### src/rtl/delay_sensor_pkg.sv
// Shared types and helpers for the delay-chain sensor: FSM states, depth
// width and the polarity-correction mask for the inverting chain.
package delay_sensor_pkg;

  typedef enum logic [2:0] {
    ST_IDLE    = 3'd0,
    ST_LAUNCH  = 3'd1,
    ST_CAPTURE = 3'd2,
    ST_SYNC    = 3'd3,
    ST_ENCODE  = 3'd4,
    ST_SETTLE  = 3'd5,
    ST_DONE    = 3'd6
  } state_e;

  // Width needed to hold a depth in 0..chain_len.
  function automatic int dw_f(input int chain_len);
    return $clog2(chain_len + 1);
  endfunction

  // Bit k set when stage k is even, i.e. when its settled output is the
  // inverse of the chain input. Callers truncate to their chain length.
  function automatic logic [255:0] pol_mask_f(input int chain_len);
    logic [255:0] mask;
    mask = '0;
    for (int k = 0; k < 256; k++) begin
      if ((k < chain_len) && ((k % 2) == 0)) begin
        mask[k] = 1'b1;
      end else begin
        mask[k] = 1'b0;
      end
    end
    return mask;
  endfunction

endpackage

### src/rtl/delay_tap_chain.sv
// Inverting delay line of CHAIN_LEN single-path stages. Every stage output
// is kept through synthesis and exposed as one bit of the tap bus.
module delay_tap_chain #(
  parameter int CHAIN_LEN = 64
) (
  input  logic                 chain_in_i,
  output logic [CHAIN_LEN-1:0] tap_o
);

  for (genvar k = 0; k < CHAIN_LEN; k++) begin : g_stage
    (* keep *) logic stage_w;
    logic            prev_w;

    if (k == 0) begin : g_head
      assign prev_w = chain_in_i;
    end else begin : g_link
      assign prev_w = g_stage[k-1].stage_w;
    end

    assign stage_w  = ~prev_w;
    assign tap_o[k] = stage_w;
  end

endmodule

### src/rtl/delay_chain_sensor.sv
// Delay-chain sensor: launches alternating transitions into the tap chain,
// double-flops the taps, encodes the propagation depth and accumulates
// sum/min/max over 2^SAMPLES_LOG2 samples, with a sticky bubble flag.
module delay_chain_sensor
  import delay_sensor_pkg::*;
#(
  parameter int CHAIN_LEN     = 64,
  parameter int SAMPLES_LOG2  = 4,
  parameter int SETTLE_CYCLES = 4
) (
  input  logic                                   clk_i,
  input  logic                                   rst_i,
  input  logic                                   start_i,
  output logic                                   busy_o,
  input  logic                                   tap_override_en_i,
  input  logic [CHAIN_LEN-1:0]                   tap_override_i,
  output logic                                   result_valid_o,
  input  logic                                   result_ready_i,
  output logic [dw_f(CHAIN_LEN)+SAMPLES_LOG2-1:0] depth_sum_o,
  output logic [dw_f(CHAIN_LEN)-1:0]             depth_min_o,
  output logic [dw_f(CHAIN_LEN)-1:0]             depth_max_o,
  output logic [dw_f(CHAIN_LEN)-1:0]             last_depth_o,
  output logic                                   bubble_err_o
);

  localparam int DW  = dw_f(CHAIN_LEN);
  localparam int SW  = DW + SAMPLES_LOG2;
  localparam int CW  = (SAMPLES_LOG2 > 0) ? SAMPLES_LOG2 : 1;
  localparam int SCW = $clog2(SETTLE_CYCLES + 1);
  localparam logic [CHAIN_LEN-1:0] POL_MASK    = CHAIN_LEN'(pol_mask_f(CHAIN_LEN));
  localparam logic [CW-1:0]        SAMPLE_LAST = CW'((1 << SAMPLES_LOG2) - 1);
  localparam logic [SCW-1:0]       SETTLE_LAST = SCW'(SETTLE_CYCLES - 1);

  state_e                 state_q;
  logic                   launch_q;
  logic [CHAIN_LEN-1:0]   tap1_q;
  logic [CHAIN_LEN-1:0]   tap2_q;
  logic [CW-1:0]          sample_cnt_q;
  logic [SCW-1:0]         settle_cnt_q;
  logic [SW-1:0]          sum_q;
  logic [DW-1:0]          min_q;
  logic [DW-1:0]          max_q;
  logic [DW-1:0]          last_q;
  logic                   bubble_q;
  logic                   busy_q;
  logic                   valid_q;

  logic [CHAIN_LEN-1:0]   tap_s;
  logic [CHAIN_LEN-1:0]   reached_s;
  logic [DW-1:0]          depth_s;
  logic                   bubble_s;
  logic                   gap_s;
  logic [SW-1:0]          sum_d;
  logic [DW-1:0]          min_d;
  logic [DW-1:0]          max_d;

  delay_tap_chain #(
    .CHAIN_LEN (CHAIN_LEN)
  ) u_chain (
    .chain_in_i (launch_q),
    .tap_o      (tap_s)
  );

  // Reached flags: override bus, or polarity-corrected taps matching the launch value.
  always_comb begin
    reached_s = '0;
    if (tap_override_en_i) begin
      reached_s = tap_override_i;
    end else begin
      reached_s = ~(tap2_q ^ POL_MASK ^ {CHAIN_LEN{launch_q}});
    end
  end

  // Leading-ones depth from bit 0, and bubble when a reached bit follows a gap.
  always_comb begin
    depth_s  = '0;
    bubble_s = 1'b0;
    gap_s    = 1'b0;
    for (int k = 0; k < CHAIN_LEN; k++) begin
      if (!reached_s[k]) begin
        gap_s = 1'b1;
      end else if (gap_s) begin
        bubble_s = 1'b1;
      end else begin
        depth_s = depth_s + DW'(1);
      end
    end
  end

  // Next accumulator values; min/max ties keep the stored value.
  always_comb begin
    sum_d = sum_q + SW'(depth_s);
    min_d = min_q;
    max_d = max_q;
    if (depth_s < min_q) begin
      min_d = depth_s;
    end else begin
      min_d = min_q;
    end
    if (depth_s > max_q) begin
      max_d = depth_s;
    end else begin
      max_d = max_q;
    end
  end

  // Measurement FSM with launch, capture/sync flops, accumulators and registered outputs.
  always_ff @(posedge clk_i) begin
    if (rst_i) begin
      state_q      <= ST_IDLE;
      launch_q     <= 1'b0;
      tap1_q       <= '0;
      tap2_q       <= '0;
      sample_cnt_q <= '0;
      settle_cnt_q <= '0;
      sum_q        <= '0;
      min_q        <= '1;
      max_q        <= '0;
      last_q       <= '0;
      bubble_q     <= 1'b0;
      busy_q       <= 1'b0;
      valid_q      <= 1'b0;
    end else begin
      case (state_q)
        ST_IDLE: begin
          if (start_i) begin
            state_q      <= ST_LAUNCH;
            busy_q       <= 1'b1;
            sum_q        <= '0;
            min_q        <= '1;
            max_q        <= '0;
            bubble_q     <= 1'b0;
            sample_cnt_q <= '0;
          end
        end
        ST_LAUNCH: begin
          launch_q <= ~launch_q;
          state_q  <= ST_CAPTURE;
        end
        ST_CAPTURE: begin
          tap1_q  <= tap_s;
          state_q <= ST_SYNC;
        end
        ST_SYNC: begin
          tap2_q  <= tap1_q;
          state_q <= ST_ENCODE;
        end
        ST_ENCODE: begin
          sum_q        <= sum_d;
          min_q        <= min_d;
          max_q        <= max_d;
          last_q       <= depth_s;
          bubble_q     <= bubble_q | bubble_s;
          settle_cnt_q <= '0;
          state_q      <= ST_SETTLE;
        end
        ST_SETTLE: begin
          if (settle_cnt_q == SETTLE_LAST) begin
            if (sample_cnt_q == SAMPLE_LAST) begin
              state_q <= ST_DONE;
              busy_q  <= 1'b0;
              valid_q <= 1'b1;
            end else begin
              sample_cnt_q <= sample_cnt_q + CW'(1);
              state_q      <= ST_LAUNCH;
            end
          end else begin
            settle_cnt_q <= settle_cnt_q + SCW'(1);
          end
        end
        ST_DONE: begin
          if (result_ready_i) begin
            state_q <= ST_IDLE;
            valid_q <= 1'b0;
          end
        end
        default: begin
          state_q <= ST_IDLE;
          busy_q  <= 1'b0;
          valid_q <= 1'b0;
        end
      endcase
    end
  end

  assign busy_o         = busy_q;
  assign result_valid_o = valid_q;
  assign depth_sum_o    = sum_q;
  assign depth_min_o    = min_q;
  assign depth_max_o    = max_q;
  assign last_depth_o   = last_q;
  assign bubble_err_o   = bubble_q;

endmodule

### config.mk
export PLATFORM = sky130hd
export DESIGN_NAME = delay_chain_sensor
export DESIGN_NICKNAME = d
export VERILOG_FILES = /design/src/rtl/delay_sensor_pkg.sv /design/src/rtl/delay_tap_chain.sv /design/src/rtl/delay_chain_sensor.sv
export SDC_FILE = /design/constraint.sdc
export NUM_CORES = 1
export LEC_CHECK = 0
export ABC_AREA = 1
export CORE_MARGIN = 2
export CORE_UTILIZATION = 25
export CTS_CLUSTER_DIAMETER = 200
export DETAILED_ROUTE_END_ITERATION = 7
export GPL_ROUTABILITY_DRIVEN = 0
export PLACE_DENSITY = 0.43
export SLEW_MARGIN = 20
export SYNTH_ARGS = -nofsm -noshare
export SYNTH_HDL_FRONTEND = slang
export SYNTH_SLANG_ARGS = --single-unit
### constraint.sdc
create_clock -name clk_i -period 42.9 [get_ports clk_i]
set_clock_uncertainty 0.2 [all_clocks]
set_input_delay 10.725 -clock clk_i [delete_from_list [all_inputs] [get_ports clk_i]]
set_output_delay 10.725 -clock clk_i [all_outputs]
set_load 0.02 [all_outputs]
# Word level (Yosys, flattened, before mapping)
# Cells that the tools add are included.
# Widths: inputs -> output; s select.
[op_classes]
add_sub_neg = 66
n_lt_le_gt_ge = 2
n_eq_ne = 16
mux = 345
bitwise_logic = 7
reduce_logical = 14
[op_table]
columns = ["op", "n"]
rows = [
  ["$mux 7", 130],
  ["$add 7x1->7 const B", 63],
  ["$mux 1", 196],
  ["$mux 64", 1],
  ["$not 64->64", 1],
  ["$xor 64x64->64", 1],
  ["$not 32->32", 1],
  ["$pmux 7 s2", 2],
  ["$pmux 11 s2", 1],
  ["$pmux 3 s7", 1],
  ["$ne 2x2->1 const B", 8],
  ["$mux 3", 5],
  ["$mux 4", 3],
  ["$reduce_and 4->1", 3],
  ["$add 11x7->11", 1],
  ["$mux 11", 1],
  ["$reduce_or 5->1", 2],
  ["$eq 3x2->1 const B", 3],
  ["$eq 3x3->1 const B", 3],
  ["$reduce_and 3->1", 3],
  ["$pmux 4 s2", 1],
  ["$gt 7x7->1", 1],
  ["$lt 7x7->1", 1],
  ["$pmux 1 s3", 2],
  ["other kinds (11)", 16],
]
[totals]
regBits = 174
out_inout_bits = 35

# Logic depth before layout (Yosys ltp)
[depth]
ltp_word = 197
depth_mapped = 268
depth_no_buf = 268

# Cells and area by module
# Synthesis repeated with hierarchy kept, for this count alone.
[unflattened]
cells_unflattened = 3037
hier_area_um2 = 18221.2
[modules_own_cells]
columns = ["module", "n_inst", "cells_each", "area_each_um2", "seq_area_each_um2"]
rows = [
  ["delay_chain_sensor", 1, 2909, 17264.1, 3483.3],
  ["delay_tap_chain", 1, 128, 957.2, 0.0],
]

# Worst setup path before layout
# OpenSTA, ideal clock, no wires.
[synth_timing]
path_type = "in2reg"
from = "input port tap_override_en_i"
to = "register max_q[4] (netlist: depth_max_o[4])"
arrival_time_ns = 43.503
required_ns = 42.575
setup_slack_ns = -0.927
path_stages = 265
n_path_buf = 1
path_cell_list = "inv_2 > or2_2 > nand2_2 > inv_1 > a21oi_1 > ha_1 > inv_1 > nand2_1 > nand2_1 > inv_1 > ha_1 > inv_1 > nand2_1 > nand2_1 > inv_1 > ha_1 > nand2_1 > nand2_1 > [... 229 more ...] > ha_1 > inv_1 > nor2_1 > nand3_1 > nand2_1 > inv_1 > ha_1 > a21oi_1 > o21ai_0 > a21o_1 > a21oi_1 > nor2_1 > o21a_1 > o221ai_1 > nand2_1 > dlygate4sd1_1 > o21ai_0 > a21oi_1"
[synth_via]
elab_chain_cells = 194
[synth_lines]
columns = ["element", "line", "rtl"]
rows = [
  ["from (decl)", "delay_chain_sensor.sv:15", "input logic tap_override_en_i,"],
  ["$mux 64 (*)", "delay_chain_sensor.sv:67", "if (tap_override_en_i) begin"],
  ["$mux 1", "delay_chain_sensor.sv:80", "if (!reached_s[k]) begin"],
  ["$add 7x1->7", "delay_chain_sensor.sv:85", "depth_s = depth_s + DW'(1);"],
  ["$mux 7", "delay_chain_sensor.sv:82", "end else if (gap_s) begin"],
  ["$mux 7", "delay_chain_sensor.sv:80", ""],
  ["$add 7x1->7", "delay_chain_sensor.sv:85", ""],
  ["$mux 7", "delay_chain_sensor.sv:82", ""],
  ["$mux 7", "delay_chain_sensor.sv:80", ""],
  ["[... 179 more ...]", "--", ""],
  ["$mux 7", "delay_chain_sensor.sv:80", ""],
  ["$add 7x1->7", "delay_chain_sensor.sv:85", ""],
  ["$mux 7", "delay_chain_sensor.sv:82", ""],
  ["$mux 7 (*)", "delay_chain_sensor.sv:80", ""],
  ["via depth_s[2]", "delay_chain_sensor.sv:50", "logic [DW-1:0] depth_s;"],
  ["$gt 7x7->1 (*)", "delay_chain_sensor.sv:100", "if (depth_s > max_q) begin"],
  ["$ne 2x2->1 (no source line) (*)", "--", ""],
  ["$reduce_and 3->1 (no source line) (*)", "--", ""],
  ["to (signal assigned)", "delay_chain_sensor.sv:151", "max_q <= max_d;"],
  ["to (decl)", "delay_chain_sensor.sv:42", "logic [DW-1:0] max_q;"],
]
# Mark *: on every way through the listed nets, which the timed path passes. The rest lies on a longest branch. The select of a mux whose other input is x is not followed.
# A chain may end at the register's enable or synchronous reset.

# Worst setup path in the final report
[layout_timing]
from = "input port tap_override_en_i"
to = "register max_q[1] (netlist: depth_max_o[1])"
# Same word-level chain as after synthesis.

==> metrics.md <==
| Metric | Value |
|---|---|
| Iter 0 DRT Violations | 441 |
| Arrival time worst endpoint | a little over 40 ns |
| Post-route setup TNS | 0 ns |
| GRT overflow | 0 |
| Flop2flop setup slack | approximately 12 ns |
| Sw frac | between 40% and 50% |
| Area Overhead vs Synth | 39.2% |
| First-pass GRT wire length | 59100 µm |
| Vias per cell | ~4.4 |
| Most frequent CP cell | nand2_2 |
| GR Util All Layers | between 10 and 15% |
| Most common cell after layout, fill and taps aside | nand2_1 |
| Worst endpoint required time | roughly 43 ns |
| Int Pwr | 393 µW |
| Worst-Margin Slew | around 1 ns |
| Static leakage | 0.00843 µW |
| Antenna Nets Post-Route | 0 |
| Crit share post-route | 96.4% |
| Worst min-delay path class | flip-flop to flip-flop |
| Worst-Skew Late Latency | 0.30 ns |
| CTS tree | yes |
| Clock power share | 6.2% |
| I/O pin cnt | around 100 |
| Hold depth | 2 |
| Pwr Density | roughly 46 nW/µm² |
| Met2 routed WL | 17200 µm |
| Status | complete, no violations |
| # port buffers | between 100 and 150 |
| Final Hold Fails | 0 |
| Cell Area, Synth | 11900 µm² |
| Share of post-route cells with drive strength above 1 | between 20% and 30% |
| Sw Pwr | 366 µW |
| Hold_buf cts | 0 |
| Top Metal Used | met5 |
| DRC viols | 0 |
| R2R Path End | depth_max_o[1] |
| Initial antenna violation count | 4 |
| Max-slew violations | 0 |
| DR vias | roughly 14k |
| R2R depth | about 270 |
| Starting Density | 25.5% |
| Part of the power in combinational logic | a little over four fifths |
| Crit Path Max Fanout | 7 |
| Total power | between 700 and 800 µW |
| Post-Syn Nets | 2422 |
| Routed WL | 35300 µm |
| Synth Area per Inst | roughly 5.2 µm² |
| M1 wire length | between 15000 and 20000 µm |
| Setup-failing EPs final | 0 |
| CTS root buffer | clkbuf_16 |
| Largest net degree at the start of global routing | 37 |
| RSZ-0062 raised after global routing | yes |
| Clock Sinks | 50 |
| Cell count after synthesis | 2268 |
| Die X | about 220 µm |
| Row count | slightly below 80 |
| Reg2reg start | launch_q |
| Sink of the worst hold path | result_valid_o |
| Hpwl dp | 28800 µm |
| Core Box Area | approximately 47000 µm² |
| Clk buf depth | 2 |
| CP peak stage delay | about 0.3 ns |
| Placement Setup Slack | -2.40 ns |
| Die area | approximately 50000 µm² |
| Die Y | between 200 and 250 µm |
| VDD IR max | 0.0285 mV |
| Maxcap violations | 0 |
| Worst path slowest cell | ha_1 |
| Setup crit end kind | flip-flop |
| Vias in the first global route | ~13k |
| WS Path Type | input pin to flip-flop |
| Reg clk slew, reported paths | 0.07 ns |
| Hold Path Origin | result_valid_o |
| Routed wl met3 | around 800 µm |
| WHS | approximately 0.25 ns |
| Critical path startpoint category | input pin |
| Number of CTS-inserted buffers | 5 |
| Final WS setup | 1.55 ns |
| Final nets | 2734 |
| DR pass1 iterations | 5 |
| Max transition margin | about a third |
| Most frequent cells in the layout | nand2_1 (633), inv_1 (366), nand3_1 (303) |
| Htree depth | 2 |
| Sequential fraction of design power | ~9% |
| DR WL/cell | between 10 and 15 µm |
| Yosys warning total | 0 |
| Fmax | 24.2 MHz |
| Final Critical Period | between 40 and 50 ns |
[how the worst max path moves through the flow]
stage	from	to	slack (ns)
CTS	tap_override_en_i	depth_sum_o[9]	-2.06
finish	tap_override_en_i	depth_max_o[1]	1.55
global route	tap_override_en_i	depth_max_o[2]	-0.45
detailed placement	tap_override_en_i	depth_max_o[1]	-2.40
floorplan	tap_override_en_i	depth_max_o[6]	0.02
global placement	tap_override_en_i	depth_sum_o[9]	-1.65
[per-stage QoR]
step	cell area (µm²)	utilization, %	cells
after floorplan	12000	-	2268
after global placement	14900	32.0	3135
after detailed placement	14900	32.0	3135
after CTS	15300	32.7	3152
after global routing	16600	35.4	3187
final	16600	35.4	3188
[power by group through the flow]
stage | logic (µW) | registers [µW] | clock network [µW]
floorplan | 279 | 75.9 | 0
global placement | 483 | 69.5 | 0
detailed placement | 489 | 69.0 | 0
CTS | 505 | 68.4 | 48.1
global route | 724 | 70.4 | 49.7
finish | 643 | 69.0 | 46.8
[registers in the layout (all words and copies together), names as in the netlist]
signal / count
bubble_err_o: 1
busy_o: 1
depth_max_o: 7
depth_min_o: 7
depth_sum_o: 11
last_depth_o: 7
launch_q: 1
result_valid_o: 1
sample_cnt_q: 4
settle_cnt_q: 3
state_q: 3
tap1_q: 2
tap2_q: 2
[what timing repair did]
action / in CTS / in global routing
setup buffers: 9 / 35
pin swaps: 24 / 187
cloned: 1 / 0
resized for setup: 39 / 204
setup endpoints to repair: 30 / 30
[layer usage]
layer  global-route usage (%)  up-vias
li1                         -     7850
met2                     25.1      109
met5                        0        -
met3                     1.62       19
met4                     1.00        6
met1                     17.9     6023
[worst max-delay path, delay by kind of cell]
| kind | cells | cell delay (ns) |
|---|---|---|
| AOI/OAI and AO/OA | 30 | 4.03 |
| buffers and inverters | 43 | 2.26 |
| adders and majority gates | 62 | 14.67 |
| and+or+nand+nor | 130 | 9.60 |
[final cells by class]
type	count	area [µm²]
clock buffers	6	139
repair buffers	326	2750
fillers	5249	30200
flip-flops and latches	50	1000
multi-input cells	1730	10100
clock inverters	1	30.0
inverters	467	1800
well taps	607	759
diodes	1	2.50
(Power assumes the default switching activity.)
